<file path="src/rtl/predecode_ibuf_tx.sv">
// Predecode -> instruction buffer transmit: compacts a fetch block, holds it in a 2-deep skid.
// Define PREDECODE_TX_RVC_EN to enable in_skip slot removal (compressed-instruction halves).
module predecode_ibuf_tx #(
    parameter int BLOCK_INST_SIZE = 8,
    parameter int FSQ_WIDTH       = 5,
    parameter int OW              = $clog2(BLOCK_INST_SIZE)
) (
    input  logic                              clk,
    input  logic                              rst,
    input  logic                              redirect,
    input  logic                              in_valid,
    output logic                              in_ready,
    input  logic [BLOCK_INST_SIZE-1:0][31:0]  in_inst,
    input  logic [OW-1:0]                     in_start,
    input  logic [OW-1:0]                     in_end,
`ifdef PREDECODE_TX_RVC_EN
    input  logic [BLOCK_INST_SIZE-1:0]        in_skip,
`endif
    input  logic [BLOCK_INST_SIZE-1:0]        in_ipf,
    input  logic                              in_iam,
    input  logic [FSQ_WIDTH-1:0]              in_fsq_idx,
    output logic [BLOCK_INST_SIZE-1:0]        out_en,
    output logic [OW:0]                       out_num,
    output logic [BLOCK_INST_SIZE-1:0][31:0]  out_inst,
    output logic [BLOCK_INST_SIZE-1:0][OW-1:0] out_offset,
    output logic [BLOCK_INST_SIZE-1:0]        out_ipf,
    output logic                              out_iam,
    output logic [FSQ_WIDTH-1:0]              out_fsq_idx,
    input  logic                              ibuf_full
);

    localparam int N  = BLOCK_INST_SIZE;
    localparam int NW = OW + 1;

    typedef struct packed {
        logic [N-1:0]         en;
        logic [OW:0]          num;
        logic [N-1:0][31:0]   inst;
        logic [N-1:0][OW-1:0] off;
        logic [N-1:0]         ipf;
        logic                 iam;
        logic [FSQ_WIDTH-1:0] fsq;
    } bundle_t;

    typedef enum logic [1:0] {
        EMPTY = 2'd0,
        ONE   = 2'd1,
        TWO   = 2'd2
    } state_e;

    state_e  state_q, state_d;
    bundle_t out_q, out_d;
    bundle_t skid_q, skid_d;
    bundle_t cmp;
    logic    rdy_q;
    logic    acc, tx;

`ifdef PREDECODE_TX_RVC_EN
    logic [OW:0] cnt;

    // Prefix-count placement: k-th surviving slot lands in output slot k.
    always_comb begin
        cmp = '0;
        cnt = '0;
        for (int s = 0; s < N; s++) begin
            if (OW'(s) >= in_start && OW'(s) <= in_end && !in_skip[s]) begin
                cmp.inst[cnt[OW-1:0]] = in_inst[s];
                cmp.off[cnt[OW-1:0]]  = OW'(s);
                cmp.ipf[cnt[OW-1:0]]  = in_ipf[s];
                cnt = cnt + NW'(1);
            end
        end
        cmp.num = cnt;
        for (int k = 0; k < N; k++) begin
            cmp.en[k] = NW'(k) < cmp.num;
        end
        cmp.iam = in_iam;
        cmp.fsq = in_fsq_idx;
    end
`else
    logic [OW:0] src;

    always_comb begin
        cmp = '0;
        src = '0;
        for (int k = 0; k < N; k++) begin
            src = {1'b0, in_start} + NW'(k);
            if (src <= {1'b0, in_end}) begin
                cmp.inst[k] = in_inst[src[OW-1:0]];
                cmp.off[k]  = src[OW-1:0];
                cmp.ipf[k]  = in_ipf[src[OW-1:0]];
            end
        end
        cmp.num = (in_end >= in_start)
                ? {1'b0, in_end} - {1'b0, in_start} + NW'(1)
                : '0;
        for (int k = 0; k < N; k++) begin
            cmp.en[k] = NW'(k) < cmp.num;
        end
        cmp.iam = in_iam;
        cmp.fsq = in_fsq_idx;
    end
`endif

    // Empty blocks complete the handshake but never enter the skid.
    assign acc = in_valid & rdy_q & (cmp.num != '0);
    assign tx  = out_q.en[0] & ~ibuf_full;

    always_comb begin
        state_d = state_q;
        out_d   = out_q;
        skid_d  = skid_q;
        if (redirect) begin
            state_d = EMPTY;
            out_d   = '0;
            skid_d  = '0;
        end else begin
            case (state_q)
                EMPTY: begin
                    if (acc) begin
                        state_d = ONE;
                        out_d   = cmp;
                    end
                end
                ONE: begin
                    if (acc && tx) begin
                        out_d = cmp;
                    end else if (acc) begin
                        state_d = TWO;
                        skid_d  = cmp;
                    end else if (tx) begin
                        state_d = EMPTY;
                        out_d   = '0;
                    end
                end
                TWO: begin
                    if (tx) begin
                        state_d = ONE;
                        out_d   = skid_q;
                        skid_d  = '0;
                    end
                end
                default: begin
                    state_d = EMPTY;
                    out_d   = '0;
                    skid_d  = '0;
                end
            endcase
        end
    end

    always_ff @(posedge clk) begin
        if (rst) begin
            state_q <= EMPTY;
            out_q   <= '0;
            skid_q  <= '0;
            rdy_q   <= 1'b1;
        end else begin
            state_q <= state_d;
            out_q   <= out_d;
            skid_q  <= skid_d;
            rdy_q   <= (state_d != TWO);
        end
    end

    assign in_ready    = rdy_q;
    assign out_en      = out_q.en;
    assign out_num     = out_q.num;
    assign out_inst    = out_q.inst;
    assign out_offset  = out_q.off;
    assign out_ipf     = out_q.ipf;
    assign out_iam     = out_q.iam;
    assign out_fsq_idx = out_q.fsq;

endmodule

</file>
<file path="config.mk">
export PLATFORM = sky130hd
export DESIGN_NAME = predecode_ibuf_tx
export DESIGN_NICKNAME = d
export VERILOG_FILES = /design/src/rtl/predecode_ibuf_tx.sv
export SDC_FILE = /design/constraint.sdc
export NUM_CORES = 2
export LEC_CHECK = 0
export BUFFER_PORTS_ARGS = -buffer_cell sky130_fd_sc_hd__buf_2
export CORE_MARGIN = 5
export CORE_UTILIZATION = 45
export CTS_BUF_LIST = sky130_fd_sc_hd__clkbuf_4
export CTS_CLUSTER_DIAMETER = 200
export DETAILED_ROUTE_END_ITERATION = 8
export PLACE_DENSITY_LB_ADDON = 0.1
export SYNTH_ARGS = -nofsm -noshare
export SYNTH_HDL_FRONTEND = slang
export SYNTH_SLANG_ARGS = --single-unit
</file>
<file path="constraint.sdc">
create_clock -name clk -period 5.8 [get_ports clk]
set_clock_uncertainty 0.2 [all_clocks]
set_input_delay 0.87 -clock clk [delete_from_list [all_inputs] [get_ports clk]]
set_output_delay 0.87 -clock clk [all_outputs]
set_load 0.005 [all_outputs]
</file>
== Word level (Yosys, flattened, before mapping) ==
Cells that the tools add are included.

* Reductions and logical operators: 6
* Bitwise gates (word level): 5
* Equal/unequal tests: 9
* Magnitude comparators: 25
* Multiplexer cells: 72
* Add/sub/neg operators: 9

{| class="wikitable"
|+ Operator list
! operator !! count
|-
| 2-to-1 mux 306 bit || 6
|-
| one-hot mux 306 bit (3 select lines) || 2
|-
| binary-select mux 32 bit (select 3 bit) || 8
|-
| 2-to-1 mux 32 bit || 16
|-
| less-than comparator 3 x 4 -> 1 bit (second input constant) || 8
|-
| less-or-equal comparator 4 x 3 -> 1 bit || 7
|-
| binary-select mux 1 bit (select 3 bit) || 8
|-
| 2-to-1 mux 3 bit || 8
|-
| adder 3 x 3 -> 4 bit (second input constant) || 4
|-
| less-than comparator 3 x 4 -> 1 bit (first input constant) || 4
|-
| 2-to-1 mux 1 bit || 16
|-
| 2-to-1 mux 2 bit || 6
|-
| inequality test 2 bit (second input constant) || 5
|-
| adder 3 x 2 -> 4 bit (second input constant) || 2
|-
| less-than comparator 1 x 4 -> 1 bit (first input constant) || 2
|-
| less-than comparator 2 x 4 -> 1 bit (first input constant) || 2
|-
| AND reduction 4 bit || 2
|-
| inequality test 3 bit (second input constant) || 2
|-
| one-hot mux 2 bit (3 select lines) || 1
|-
| adder 3 x 1 -> 4 bit (second input constant) || 1
|-
| adder 4 x 1 -> 4 bit (second input constant) || 1
|-
| 2-to-1 mux 4 bit || 1
|-
| nonzero test 4 bit || 1
|-
| subtractor 3 x 3 -> 4 bit || 1
|-
| other kinds (9) || 12
|}

* Output and inout bits: 307
* Bits of input ports: 281
* Flip-flop bits (word level): 615
* Logic and storage cells: 170

== Depth between registers and ports, before layout ==
* Depth in word-level cells: 10
* Mapped depth: 19
* Depth with buffers taken out: 10

== Worst setup path before layout ==
OpenSTA, ideal clock, no wires.

* Kind: input to register
* Start: in in_start[1]
* End: reg skid_q[284] in the netlist's numbering
* Data arrival time: 4.642 ns
* Required time: 5.472 ns
* Setup slack: 0.831 ns
* Setup time: 0.128 ns
* Path buffers: 9
* Cell stages on the path: 18
* Cell sequence: buf_2 > buf_4 > buf_2 > clkbuf_1 > inv_1 > ha_1 > clkbuf_1 > inv_1 > clkbuf_1 > ha_1 > and3b_1 > a311o_1 > and3_1 > clkbuf_1 > clkbuf_1 > clkbuf_1 > a32oi_1 > nor2_1

* Longest elaborated chain between the ends: 8
* Elaborated cells between the ends (all ways): 18
* Classes of those cells: add/sub (3); order compare (2); eq/ne (2); mux (7); bitwise (1); reduce/logical (3)

{| class="wikitable"
|+ Ends and longest elaborated chain
! item !! line !! source
|-
| from (decl) || 14 || <nowiki>input logic [OW-1:0] in_start,</nowiki>
|-
| subtractor 3 x 3 -> 4 bit || 95 || <nowiki>? {1'b0, in_end} - {1'b0, in_start} + NW'(1)</nowiki>
|-
| adder 4 x 1 -> 4 bit || 95 ||
|-
| 2-to-1 mux 4 bit || 95 ||
|-
| nonzero test 4 bit || 106 || <nowiki>assign acc = in_valid & rdy_q & (cmp.num != '0);</nowiki>
|-
| AND 1 bit || 106 ||
|-
| logical AND 1 bit || 126 || <nowiki>if (acc && tx) begin</nowiki>
|-
| inequality test 2 bit (no line) || -- ||
|-
| AND reduction 4 bit (no line) || -- ||
|-
| to (signal assigned) || 161 || <nowiki>skid_q <= skid_d;</nowiki>
|-
| to (decl) || 53 || <nowiki>bundle_t skid_q, skid_d;</nowiki>
|}

Several ways; a longest one is shown, not always the timed one. The select of a mux whose other input is x is not followed.
A chain may end at the register's enable or synchronous reset.

== Worst setup path after layout ==
* Start: in in_start[1]
* End: reg out_q (netlist bit out_inst[51])

* Longest elaborated chain between the ends: 8
* Elaborated cells between the ends (all ways): 19
* Classes of those cells: add/sub (3); order compare (2); eq/ne (3); mux (7); bitwise (1); reduce/logical (3)

{| class="wikitable"
|+ Ends and longest elaborated chain
! item !! line !! source
|-
| subtractor 3 x 3 -> 4 bit || 95 ||
|-
| adder 4 x 1 -> 4 bit || 95 ||
|-
| 2-to-1 mux 4 bit || 95 ||
|-
| nonzero test 4 bit || 106 ||
|-
| AND 1 bit || 106 ||
|-
| logical AND 1 bit || 126 ||
|-
| inequality test 3 bit (no line) / 2-to-1 mux 306 bit (equally long branches) || -- ||
|-
| AND reduction 4 bit (no line) / one-hot mux 306 bit (3 select lines) (equally long branches) || -- ||
|-
| to (signal assigned) || 160 || <nowiki>out_q <= out_d;</nowiki>
|-
| to (decl) || 52 || <nowiki>bundle_t out_q, out_d;</nowiki>
|}

Several ways; a longest one is shown, not always the timed one. The select of a mux whose other input is x is not followed.

==> impl_results.md <==
* Maximum VDD drop at 0.155 mV
* Routed Antenna Nets at 0
* Worst-path fanout max at 57
* Wirelength per Cell at 31.0 um
* Worst-case clock buffer depth at 3
* Worst hold slack at 191 ps
* Post-synth top area cell: dfxtp_1
* Crit path DAT at 5220 ps
* Remaining global-route overflow at 0
* Syn nets at 3924
* Total leakage power at 17.6 nW
* Seq/Total Area, Yosys at 0.339
* Fillcell total at 7437
* CTS clk-pin slew, worst paths at 60 ps
* Setup Fix Bufs, Post-CTS at 0
* Slew @ Worst Pin at 1310 ps
* Final Hold Vio Count at 0
* Clock sink count at 613
* CTS resizes at 0
* Status: finished clean
* Commonest register cell after synthesis: dfxtp_1
* Setup crit start kind: input pin
* Number of buffers created by CTS at 174
* Vias in the first global route at 32700
* Synth unique cells at 68
* Vias/cell at 6.70
* H-tree levels at 4
* Die H at 294 um
* Worst setup path category: input pin to flop
* Hold Crit Class: input pin to flop
* Post-Syn Area at 36200 um2
* Cells after synthesis at 3616
* Fmax achieved at 224 MHz
* Core Footprint at 80200 um2
* Detailed Place HPWL at 115000 um
* Worst path required time at 6560 ps
* FP Rows at 104
* Clk Latency, worst-skew pair at 1050 ps
* Post-synth EDFFs at 0
* RSZ-0062 raised after global routing: no
* Largest net degree at the start of global routing at 149
* Via Count at 35300
* Crit path capture type: flop
* Max-Cap Viols at 0
* CTS tree: done
* TNS Setup at 0 ps
* Fin crit share at 0.769
* Gpl congestion at 0.938
* Overall Global Routing Usage at 0.364
* IO Port Bufs at 587
* Global-route wire length before repair at 234000 um
* Core Util, Final at 0.528
* Endpoints failing setup at 0
* Die Width at 294 um
* Relative slew slack at 0.128
* Share of post-route cells with drive strength above 1 at 0.324
* YS warnings at 0
* Wirelength, routed at 164000 um
* Syn avg cell area at 10.0 um2
* Initial antenna violation count at 25
* Max-slew violations at 0
* Drt first pass iters at 6
* Post-synth top area share at 0.339
* Initial Utilization at 0.452
* Flops & latches, synth at 613
* Async S/R FF share, synth at 0
* Number of DRC markers in iteration 0 at 4567
* Synth area leaders: dfxtp_1 (34%), mux4_2 (23%), mux2i_1 (5.5%)
* Root buffer cell: clkbuf_4
* Full die area at 86300 um2
* Tmin final at 4460 ps
* DR DRC count at 0
* Nets at 4382
* Pwr per Cell Area at 256 nW/um2
* P&R area growth vs syn at 16.8%
* IO Count at 588
[path summary, 6_finish.rpt]
kind	slack, ps	cells after the start	to	startpoint
hold / removal	190	5	skid_q[56]	in_start[0]
hold reg to reg	210	2	out_inst[138]	skid_q[176]
setup / recovery	1340	15	out_inst[51]	in_start[1]
setup reg to reg	2480	6	skid_q[259]	state_q[0]
[cell type report]
type                       count  area [um2]  share of cell area
sequential                   613       12300               0.290
timing repair buffer         687        4020              0.0949
clock buffer                 255        1910              0.0452
antenna                       17        42.5             0.00100
inverter                      56         215             0.00508
clock inverter                44         235             0.00556
multi-input combinational   2542       22300               0.527
tap                         1060        1330              0.0313
[cells by family after synthesis]
group | synth area share
muxes | 0.281
DFF | 0.339
and+or+nand+nor | 0.144
xor gates and xnor gates | 0.000967
adders and majority gates | 0.0101
AOI/OAI and AO/OA | 0.173
buffers and inverters | 0.0524
[cells in the final DEF (no fill, tap or decap), drive strengths merged, types with 17 or more instances in the layout]
cell     synthesis  routed
and3            77      77
nand2          428     428
o2bb2ai         34      34
a21oi           51      51
ha              23      23
clkbuf         237     255
a21o            34      34
nor3            84      84
a22oi          167     167
nor2           197     197
nand3          266     266
buf            168     679
a22o            73      73
o21ai          150     150
mux2i          199     199
diode            0      17
mux4           363     363
a32oi          108     108
nand3b          35      35
inv             54      59
clkinv           2      37
a221o          148     148
dfxtp          613     613
[stage by stage]
step                      total power (W)  setup slack, ps  std cells  area, um2
after floorplan                   0.00588              831       3616      36200
after global placement            0.00683             1110       4950      40100
after detailed placement          0.00684             1030       4950      40100
after CTS                          0.0109             1540       5257      42300
after global routing               0.0113             1170       5265      42300
final                              0.0109             1340       5274      42300
[synth_stat cells (3+ instances only)]
library cell	number
o31ai_1	5
nand2b_1	9
nor3_1	81
nand3_1	265
and3b_1	4
nand2_1	428
nor2_1	197
a222oi_1	6
buf_1	45
o31a_1	4
a22o_1	73
inv_1	54
or3_1	5
and3_1	77
or4_1	5
a221o_1	148
a32oi_1	108
dfxtp_1	613
buf_2	119
a22oi_1	167
nor2b_1	7
mux2i_1	199
buf_4	3
o2bb2ai_1	34
o21ai_0	148
a21o_1	34
xor2_1	3
o211ai_1	5
a21oi_1	51
mux4_2	363
nand3b_1	35
a211oi_1	5
or2_2	3
nand4_1	10
clkbuf_1	235
ha_1	23
fa_1	4
[power breakdown]
part | switching, W | internal, W | total (W)
Combinational | 0.00158 | 0.000954 | 0.00254
Clock | 0.00198 | 0.00205 | 0.00403
Sequential | 0.0000326 | 0.00425 | 0.00429
Total | 0.00359 | 0.00726 | 0.0109
[state kept, by name, indices dropped and copies added (netlist names)]
name         flops
out_en           8
out_inst       256
out_fsq_idx      5
out_offset      24
state_q          2
in_ready         1
out_num          3
skid_q         305
out_ipf          8
out_iam          1
[what timing repair did]
action,4_1_cts,5_1_grt
hold buffers,8,0
endpoints found under the hold margin,15,0
setup endpoints to repair,0,0
[worst max-delay path: stages]
cell           delay [ps]
dlygate4sd3_1         580
buf_8                 330
inv_1                 110
ha_1                  390
ha_1                  170
inv_1                  50
fa_1                  460
xnor2_1               330
buf_4                 230
nand3_2               190
and3_1                380
nor3_4                250
buf_4                 260
buf_12                310
a221o_1               210
[per-layer routing]
| layer | vias to the layer above | share of wire | GRT usage |
|---|---|---|---|
| met5 | - | 0.0011 | 0 |
| met4 | 24 | 0.050 | 0.154 |
| met3 | 346 | 0.14 | 0.143 |
| met2 | 2346 | 0.43 | 0.526 |
| met1 | 17500 | 0.39 | 0.489 |
| li1 | 15100 | - | - |
Note: power is estimated with default switching activity, not from simulation.
